[src/rtl/psum_collector_pkg.sv]
// Shared definitions for the partial-sum collector: FSM encoding and width helpers.
package psum_collector_pkg;

  typedef enum logic [1:0] {
    ST_IDLE  = 2'd0,
    ST_ACCUM = 2'd1,
    ST_DRAIN = 2'd2
  } state_e;

  function automatic int clog2(input int v);
    int r;
    r = 0;
    for (int i = 0; i < 31; i++)
      if ((1 << i) < v) r = i + 1;
    return r;
  endfunction

  // Accumulator grows by one bit per doubling of the pass count so the row sum never wraps.
  function automatic int acc_bw(input int sum_bw, input int pass_nb);
    return sum_bw + clog2(pass_nb);
  endfunction

  // Counter width that stays legal for a count of one.
  function automatic int cnt_w(input int n);
    return (n > 1) ? clog2(n) : 1;
  endfunction

endpackage

[src/rtl/psum_fifo.sv]
// First-word fall-through FIFO for output pixels. DEPTH must be a power of two, >= 2.
// A push into a full FIFO is dropped unless a pop happens in the same cycle.
module psum_fifo
  import psum_collector_pkg::*;
#(
  parameter int WIDTH = 8,
  parameter int DEPTH = 4
) (
  input  logic             clk,
  input  logic             rst_n,
  input  logic             push,
  input  logic [WIDTH-1:0] din,
  input  logic             pop,
  output logic             full,
  output logic             empty,
  output logic [WIDTH-1:0] dout
);
  localparam int PTR_W = cnt_w(DEPTH);
  localparam int CNT_W = clog2(DEPTH) + 1;
  localparam logic [CNT_W-1:0] CNT_FULL = CNT_W'(DEPTH);

  logic [WIDTH-1:0] mem_q [DEPTH];
  logic [WIDTH-1:0] mem_d [DEPTH];
  logic [PTR_W-1:0] wr_q, wr_d, rd_q, rd_d;
  logic [CNT_W-1:0] cnt_q, cnt_d;
  logic             do_push, do_pop;

  assign full  = (cnt_q == CNT_FULL);
  assign empty = (cnt_q == '0);
  assign dout  = mem_q[rd_q];

  // Next-state for storage, pointers and occupancy; a simultaneous pop frees the slot being written.
  always_comb begin
    do_pop  = pop && !empty;
    do_push = push && (!full || do_pop);
    mem_d   = mem_q;
    wr_d    = wr_q;
    rd_d    = rd_q;
    cnt_d   = cnt_q;
    if (do_push) begin
      mem_d[wr_q] = din;
      wr_d        = wr_q + PTR_W'(1);
    end
    if (do_pop) rd_d = rd_q + PTR_W'(1);
    case ({do_push, do_pop})
      2'b10:   cnt_d = cnt_q + CNT_W'(1);
      2'b01:   cnt_d = cnt_q - CNT_W'(1);
      default: cnt_d = cnt_q;
    endcase
  end

  // State registers; reset flushes contents so the head reads zero.
  always_ff @(posedge clk or negedge rst_n) begin
    if (!rst_n) begin
      for (int i = 0; i < DEPTH; i++) mem_q[i] <= '0;
      wr_q  <= '0;
      rd_q  <= '0;
      cnt_q <= '0;
    end else begin
      mem_q <= mem_d;
      wr_q  <= wr_d;
      rd_q  <= rd_d;
      cnt_q <= cnt_d;
    end
  end

endmodule

[src/rtl/psum_collector.sv]
// Accumulates PASS_NB passes of a ROW_LEN psum row and emits saturated pixels via psum_fifo.
// Optional feature: define PSUM_RELU_EN to clamp negative row sums to zero before saturation.
module psum_collector
  import psum_collector_pkg::*;
#(
  parameter int SUM_BW     = 16,
  parameter int OUT_BW     = 8,
  parameter int ROW_LEN    = 27,
  parameter int PASS_NB    = 3,
  parameter int FIFO_DEPTH = 4
) (
  input  logic              clk,
  input  logic              rst_n,
  input  logic              i_start,
  input  logic              i_valid,
  input  logic [SUM_BW-1:0] i_psum,
  output logic              o_valid,
  output logic [OUT_BW-1:0] o_data,
  input  logic              i_ready,
  output logic              o_busy,
  output logic              o_done,
  output logic              o_overflow
);
  localparam int ACC_BW = acc_bw(SUM_BW, PASS_NB);
  localparam int IDX_W  = cnt_w(ROW_LEN);
  localparam int PASS_W = cnt_w(PASS_NB);
  localparam logic [IDX_W-1:0]         IDX_LAST  = IDX_W'(ROW_LEN - 1);
  localparam logic [PASS_W-1:0]        PASS_LAST = PASS_W'(PASS_NB - 1);
  localparam logic signed [ACC_BW-1:0] SAT_MAX   = ACC_BW'((1 << (OUT_BW - 1)) - 1);
  localparam logic signed [ACC_BW-1:0] SAT_MIN   = ~SAT_MAX;

  state_e                    state_q, state_d;
  logic [IDX_W-1:0]          idx_q, idx_d;
  logic [PASS_W-1:0]         pass_q, pass_d;
  logic                      busy_q, busy_d, done_q, done_d, ovf_q, ovf_d;
  logic signed [ACC_BW-1:0]  acc_q [ROW_LEN];
  logic signed [ACC_BW-1:0]  acc_d [ROW_LEN];
  logic signed [ACC_BW-1:0]  psum_ext, sum;
  logic [OUT_BW-1:0]         sat_val;
  logic                      last_pass, push, pop, fifo_full, fifo_empty;

  assign o_valid    = !fifo_empty;
  assign pop        = !fifo_empty && i_ready;
  assign o_busy     = busy_q;
  assign o_done     = done_q;
  assign o_overflow = ovf_q;

  // Running sum for the current column and its clamp to the output range.
  always_comb begin
    psum_ext = ACC_BW'($signed(i_psum));
    sum      = (pass_q == '0) ? psum_ext : acc_q[idx_q] + psum_ext;
    if (sum > SAT_MAX)      sat_val = SAT_MAX[OUT_BW-1:0];
    else if (sum < SAT_MIN) sat_val = SAT_MIN[OUT_BW-1:0];
    else                    sat_val = sum[OUT_BW-1:0];
`ifdef PSUM_RELU_EN
    if (sum[ACC_BW-1]) sat_val = '0;
`endif
  end

  // Row sequencing: counters, accumulator update, FIFO push and status flags.
  always_comb begin
    state_d   = state_q;
    idx_d     = idx_q;
    pass_d    = pass_q;
    acc_d     = acc_q;
    done_d    = 1'b0;
    last_pass = (pass_q == PASS_LAST);
    push      = 1'b0;
    case (state_q)
      ST_IDLE: if (i_start) begin
        state_d = ST_ACCUM;
        idx_d   = '0;
        pass_d  = '0;
      end
      ST_ACCUM: if (i_valid) begin
        if (last_pass) push = 1'b1;
        else           acc_d[idx_q] = sum;
        if (idx_q == IDX_LAST) begin
          idx_d = '0;
          if (last_pass) begin
            pass_d  = '0;
            state_d = ST_DRAIN;
          end else begin
            pass_d = pass_q + PASS_W'(1);
          end
        end else begin
          idx_d = idx_q + IDX_W'(1);
        end
      end
      ST_DRAIN: if (fifo_empty) begin
        state_d = ST_IDLE;
        done_d  = 1'b1;
      end
      default: state_d = ST_IDLE;
    endcase
    busy_d = (state_d != ST_IDLE);
    ovf_d  = ovf_q || (push && fifo_full && !pop);
  end

  // Control and status registers.
  always_ff @(posedge clk or negedge rst_n) begin
    if (!rst_n) begin
      state_q <= ST_IDLE;
      idx_q   <= '0;
      pass_q  <= '0;
      busy_q  <= 1'b0;
      done_q  <= 1'b0;
      ovf_q   <= 1'b0;
    end else begin
      state_q <= state_d;
      idx_q   <= idx_d;
      pass_q  <= pass_d;
      busy_q  <= busy_d;
      done_q  <= done_d;
      ovf_q   <= ovf_d;
    end
  end

  // Accumulator storage needs no reset: pass 0 overwrites every entry.
  always_ff @(posedge clk) begin
    acc_q <= acc_d;
  end

  psum_fifo #(.WIDTH(OUT_BW), .DEPTH(FIFO_DEPTH)) u_fifo (
    .clk   (clk),
    .rst_n (rst_n),
    .push  (push),
    .din   (sat_val),
    .pop   (pop),
    .full  (fifo_full),
    .empty (fifo_empty),
    .dout  (o_data)
  );

endmodule

[config.mk]
export PLATFORM = sky130hd
export DESIGN_NAME = psum_collector
export DESIGN_NICKNAME = d
export VERILOG_FILES = /design/src/rtl/psum_collector_pkg.sv /design/src/rtl/psum_fifo.sv /design/src/rtl/psum_collector.sv
export SDC_FILE = /design/constraint.sdc
export NUM_CORES = 1
export LEC_CHECK = 0
export CELL_PAD_IN_SITES_DETAIL_PLACEMENT = 0
export CELL_PAD_IN_SITES_GLOBAL_PLACEMENT = 1
export CORE_MARGIN = 5
export CORE_UTILIZATION = 54
export CTS_BUF_LIST = sky130_fd_sc_hd__clkbuf_16
export DETAILED_ROUTE_END_ITERATION = 8
export PLACE_DENSITY = 0.81
export SLEW_MARGIN = 15
export SYNTH_ARGS = -nofsm -noshare
export SYNTH_HDL_FRONTEND = slang
export SYNTH_SLANG_ARGS = --single-unit
[constraint.sdc]
create_clock -name clk -period 8.07 [get_ports clk]
set_clock_uncertainty 0.1 [all_clocks]
set_input_delay 1.2105 -clock clk [delete_from_list [all_inputs] [get_ports clk]]
set_output_delay 1.2105 -clock clk [all_outputs]
set_load 0.02 [all_outputs]
After elaboration in Yosys (flattened, before gate mapping)
Index checks and enable logic that the tools add are counted.

storage, ports and cells
  word-level logic and storage cells = 125
  output and inout port bits = 12
  input bits = 21
  register bits after elaboration = 537

cells by class
  equal/unequal tests = 10
  multiplexer cells = 36
  $lt $le $gt $ge = 7
  add/sub/neg operators = 7
  bitwise gates (word level) = 4
  reductions and logical operators = 21

operators with widths
  cell                                                                           number
  486-bit bitwise mux                                                            1
  18-bit binary-select mux with 5-bit select                                     1
  18-bit demux with 5-bit select                                                 1
  18-bit 2-to-1 mux                                                              4
  8-bit 2-to-1 mux                                                               5
  32-bit bitwise mux                                                             1
  18-bit by 16-bit adder with 18-bit output                                      1
  18-bit by 8-bit > comparator with 1-bit output, second input constant          1
  18-bit by 8-bit less-than comparator with 1-bit output, second input constant  1
  2-bit 2-to-1 mux                                                               9
  8-bit binary-select mux with 2-bit select                                      1
  8-bit demux with 2-bit select                                                  1
  5-bit 2-to-1 mux                                                               3
  5-bit one-hot mux with 2 select lines                                          1
  1-bit logical AND                                                              7
  2-bit by 1-bit adder with 2-bit output, second input constant                  3
  2-bit equality test, second input constant                                     3
  3-bit >= comparator, second input constant                                     2
  6-bit >= comparator, second input constant                                     1
  6-bit by 1-bit less-than comparator with 1-bit output, second input constant   1
  2-bit inequality test, second input constant                                   3
  2-bit NOT with 3-bit output                                                    2
  5-bit NOT with 6-bit output                                                    1
  2-bit one-hot mux with 3 select lines                                          1
  18 further kinds                                                               30

Logic depth before layout (Yosys ltp)
  word-level depth = 10
  depth in mapped cells = 23
  mapped depth without buffers = 17

Hierarchy
From an unflattened synthesis, not the netlist that was laid out.

second synthesis, totals
  cells, all modules = 1,246
  area total of the unflattened synthesis = 22,263.9 um^2

modules (own cells, without submodules)
  module          sequential area each (um^2)  area each (um^2)  instances  cells each
  psum_collector  14,894.3                     20,462.1          1          1,131
  psum_fifo       975.9                        1,801.7           1          115

Worst setup path before layout
No wires, ideal clock.

  path type = register -> register
  from = reg idx_q[0]
  to = reg u_fifo.mem_q[12] (netlist bit)
  path slack = 1.439 ns
  clock period less this slack = 6.631 ns
  data required time = 7.904 ns
  arrival time = 6.465 ns
  buffers on the path = 5
  setup time = 0.066 ns
  stages on the path, launching flop included = 20
  path through = dfrtp_1 > buf_6 > buf_2 > buf_1 > buf_1 > mux4_2 > nand2_1 > a21oi_1 > a31oi_1 > o21ai_0 > ha_1 > a211oi_1 > o21ai_0 > a21o_1 > o311ai_0 > nor4_1 > nand4b_1 > and2_4 > buf_6 > o31a_1

on the way
  longest elaborated chain between the ends = 10
  elaborated cells on any way between the ends = 11
  classes of those cells = add/sub: 1; order compare: 2; mux: 7; bitwise: 1

RTL lines
  item                                                    line                   text
  from (decl)                                             psum_collector.sv:33   logic [IDX_W-1:0] idx_q, idx_d;
  from (signal assigned)                                  psum_collector.sv:111  idx_q <= idx_d;
  5-bit NOT with 6-bit output (not written as such) *     psum_collector.sv:51   sum = (pass_q == '0) ? psum_ext : acc_q[idx_q] + psum_ext;
  18-bit binary-select mux with 5-bit select *            psum_collector.sv:51
  18-bit 2-to-1 mux (not written as such) * (2 in a row)  psum_collector.sv:51
  18-bit by 16-bit adder with 18-bit output *             psum_collector.sv:51
  18-bit 2-to-1 mux *                                     psum_collector.sv:51
  named net sum[15]                                       psum_collector.sv:38   logic signed [ACC_BW-1:0] psum_ext, sum;
  18-bit by 8-bit less-than comparator with 1-bit output  psum_collector.sv:53   else if (sum < SAT_MIN) sat_val = SAT_MIN[OUT_BW-1:0];
  8-bit 2-to-1 mux                                        psum_collector.sv:53
  8-bit 2-to-1 mux *                                      psum_collector.sv:52   if (sum > SAT_MAX) sat_val = SAT_MAX[OUT_BW-1:0];
  32-bit bitwise mux *                                    psum_fifo.sv:41        mem_d[wr_q] = din;
  to (signal assigned)                                    psum_fifo.sv:60        mem_q <= mem_d;
  to (decl)                                               psum_fifo.sv:22        logic [WIDTH-1:0] mem_q [DEPTH];

Mark *: on every way through the listed nets, which the timed path passes. The rest lies on a longest branch. The select of a mux whose other input is x is not followed.
A chain may end at the register's enable or synchronous reset.

Worst setup path in the final report
  from = reg idx_q[0]
  to = reg u_fifo.mem_q[4] (netlist bit)

Same word-level chain as after synthesis.

==> impl_results.md <==
* Status: completed
* Clk_lat worst skew at 610 ps
* Distinct cell type count after synthesis at 62
* Source of the worst hold timing path: o_overflow$_DFF_PN0_
* Pwr Total at 0.01118 W
* Count of yosys warnings during synthesis at 0
* First-pass GRT wire length at just under 80 mm
* Pwr dens at roughly 440 mW/mm2
* Maximum resistive drop on vdd at approximately 0.26 mV
* Clock Path Buffers at 3
* Die height at approximately 210 um
* Input/output buffers at 32
* Type of the setup path with the least slack: reg2reg
* Biggest fanout along the worst timing path at 36
* Maximum number of pins on one net before global-route repair at 60
* Layout Cells excl Fill at just under 2000
* Synth Net Count at approximately 1300
* Final Net Count at between 1000 and 1500
* Post-CTS resize count at 0
* Chip Width at roughly 210 um
* Routed vias at around 12000
* Share of async-settable or async-resettable flops after synthesis at around a tenth
* Share of post-route cells with drive strength above 1 at 21.70%
* Post-synthesis to final-layout area growth at 13.48%
* Pleak at about 8.6 nW
* Number of placement rows at between 70 and 80
* WP data arrival at between 7000 and 8000 ps
* Total clock buffers created by CTS at 54
* Final setup violation count at 0
* Post-synthesis sequential element count at 537
* Max Clk Rate at about 150 MHz
* Setup TNS at 0 ps
* Total detailed-routing wirelength at between 50 and 60 mm
* Sink Count at about 540
* Share of the core filled with cells in the final layout at between 60 and 70%
* Tightest slew margin relative to the limit at approximately 22%
* Cells after Synth at around 1300
* Routability congestion estimate from global placement at ~0.83
* Post-DR wirelength/cell at 26.92 um
* Placeable core area at around 0.04 mm2
* Antenna-violating nets left at 0
* Share of the clock period used by the worst path after layout at a little under nine tenths
* Launching instance or port of the critical path: idx_q[0]$_DFFE_PN0P_
* DRC Markers at 0
* Buffers inserted during post-CTS setup optimization at 0
* CP Launch Type: register
* Boundary Pins at 33
* Most frequently used flop master after synthesis: sky130_fd_sc_hd__edfxtp_1
* Leading cell types in the layout, fill and taps excluded: sky130_fd_sc_hd__edfxtp_1, sky130_fd_sc_hd__mux4_2, sky130_fd_sc_hd__nand2_1, sky130_fd_sc_hd__nor2_1, sky130_fd_sc_hd__clkbuf_16
* Initial antenna violation count at 0
* Drt pass-1 iters at 6
* CTS tree: done
* CTS clock-pin slew for the worst setup and hold paths at ~60 ps
* Max-capacitance violation count at 0
* Most frequent standard cell in the layout excluding fill and tap cells: sky130_fd_sc_hd__edfxtp_1
* Initial core utilization at between 50% and 60%
* Worst reg2reg startpoint: idx_q[0]$_DFFE_PN0P_
* Number of pins exceeding their max-slew limit in the final report at 0
* Cts hold-fix bufs at 0
* Setup repair after global routing missed its margin: false
* Sequential share of the synthesized area at about 71%
* Final HPWL DP at roughly 33 mm
* Final Hold Viols at 0
* Vias in the first global route at 12570
* GR Overflow Total at 0
* Antenna Cells at 0
* Post-synthesis area per instance at 17.33 um2
* Total track usage at 22.99%
* Number of enable flip-flop cells after synthesis at 486
* Number of vias per cell at around 6.4
* Setup crit end kind: register
* Transition time at the pin with the least slew margin at 1161 ps
* Final critical delay including setup and external delays at roughly 7000 ps
* Number of DRC violations after detailed-routing iteration 0 at around 1300
* H-tree depth at 2
* Path type of the worst min-delay path: reg2reg
* Data required, critical path at 8450 ps
* Synth Cell Area at approximately 0.022 mm2
* Post-placement cell count at between 1500 and 2000
* Cell at the root of the clock tree: sky130_fd_sc_hd__clkbuf_16
* Die footprint at between 0.04 and 0.05 mm2
==> synth_stat cells, types with 12 or more instances <==
library cell / number / share of area [%]
sky130_fd_sc_hd__dfrtp_1: 51 / 5.7
sky130_fd_sc_hd__buf_1: 19 / 0.32
sky130_fd_sc_hd__nand3_1: 13 / 0.29
sky130_fd_sc_hd__edfxtp_1: 486 / 65
sky130_fd_sc_hd__nand2b_1: 18 / 0.50
sky130_fd_sc_hd__nand2_1: 83 / 1.4
sky130_fd_sc_hd__nor2_1: 83 / 1.4
sky130_fd_sc_hd__o21ai_0: 28 / 0.62
sky130_fd_sc_hd__mux2i_1: 32 / 1.4
sky130_fd_sc_hd__nor3_1: 14 / 0.31
sky130_fd_sc_hd__inv_1: 29 / 0.48
sky130_fd_sc_hd__a21o_1: 13 / 0.43
sky130_fd_sc_hd__a221oi_1: 12 / 0.47
sky130_fd_sc_hd__mux2_2: 17 / 0.85
sky130_fd_sc_hd__o31a_1: 12 / 0.47
sky130_fd_sc_hd__o221ai_1: 14 / 0.55
sky130_fd_sc_hd__mux4_2: 119 / 12
sky130_fd_sc_hd__clkbuf_1: 39 / 0.65
sky130_fd_sc_hd__ha_1: 26 / 1.4
sky130_fd_sc_hd__a21oi_1: 58 / 1.3
sky130_fd_sc_hd__xnor2_1: 12 / 0.47
==> worst paths after layout <==
path,end,slack (ps),depth (start not counted)
setup / recovery,u_fifo.mem_q[4]$_DFFE_PN0P_,1210,17
hold / removal,o_overflow$_DFF_PN0_,380,1
setup reg to reg,u_fifo.mem_q[4]$_DFFE_PN0P_,1210,17
hold reg to reg,o_overflow$_DFF_PN0_,380,1
max in group asynchronous,idx_q[0]$_DFFE_PN0P_,6850,1
min in group asynchronous,o_busy$_DFF_PN0_,540,1
==> logic make-up (layout without fill, tap and decap cells) <==
kind of cell | Yosys count | in the layout | share of synthesized area, %
flops | 537 | 537 | 70.65
simple gates | 257 | 257 | 5.241
compound gates | 198 | 198 | 6.021
mux | 168 | 168 | 14.21
buf+inv | 93 | 207 | 1.671
fa+ha+maj | 28 | 28 | 1.626
xor+xnor | 15 | 15 | 0.5848
==> report_power, final <==
part           total (W)  switching [W]  internal [W]
Clock            0.00257        0.00104       0.00154
Combinational    0.00424        0.00276       0.00148
Sequential       0.00437       0.000223       0.00415
Total             0.0112        0.00402       0.00717
==> routing by layer <==
metal | track usage [%] | part of all wire [%]
met1 | 31.28 | 40
met2 | 36.82 | 48
met3 | 5.661 | 8.9
met4 | 8.224 | 3.5
met5 | 0 | 0
==> state kept, by name, summed over array words and instances, names as in the netlist <==
name	cells
u_fifo.mem_q	32
u_fifo.wr_q	2
o_done	1
state_q	2
o_overflow	1
pass_q	2
u_fifo.rd_q	2
o_busy	1
acc_q	486
idx_q	5
u_fifo.cnt_q	3
==> worst max-delay path, stage by stage (launching register included) <==
cell	delay, ps
sky130_fd_sc_hd__dfrtp_4	840
sky130_fd_sc_hd__inv_1	500
sky130_fd_sc_hd__nor2_1	580
sky130_fd_sc_hd__buf_4	320
sky130_fd_sc_hd__a21oi_1	120
sky130_fd_sc_hd__a211oi_1	240
sky130_fd_sc_hd__a21oi_1	60
sky130_fd_sc_hd__o21ai_0	710
sky130_fd_sc_hd__ha_1	490
sky130_fd_sc_hd__a21oi_1	220
sky130_fd_sc_hd__o21ai_0	230
sky130_fd_sc_hd__a22o_1	260
sky130_fd_sc_hd__a211oi_1	260
sky130_fd_sc_hd__inv_1	480
sky130_fd_sc_hd__nor4_1	370
sky130_fd_sc_hd__nand4b_1	320
sky130_fd_sc_hd__and2_4	320
sky130_fd_sc_hd__o31a_1	300
==> final cells by class <==
| type | instances | area, um2 |
|---|---|---|
| Fill cell | 2858 | 15520 |
| Inverter | 29 | 108.9 |
| Clock inverter | 46 | 488.0 |
| Sequential cell | 537 | 15880 |
| Timing Repair Buffer | 78 | 675.6 |
| Multi-Input combinational cell | 666 | 6324 |
| Tap cell | 532 | 665.6 |
| Clock buffer | 54 | 1351 |
==> through the flow <==
| step | setup WS (ps) | area [um2] | hold WS, ps |
|---|---|---|---|
| 3_5_place_dp | 1440 | 23650 | 367.7 |
| 3_3_place_gp | 1519 | 23650 | 360.5 |
| 2_1_floorplan | 1439 | 22460 | 344.6 |
| 5_1_grt | 612.7 | 25490 | 387.4 |
| 6_report | 1209 | 25490 | 381.2 |
| 4_1_cts | 1396 | 25490 | 381.6 |
Note: power is estimated with default switching activity, not from simulation.
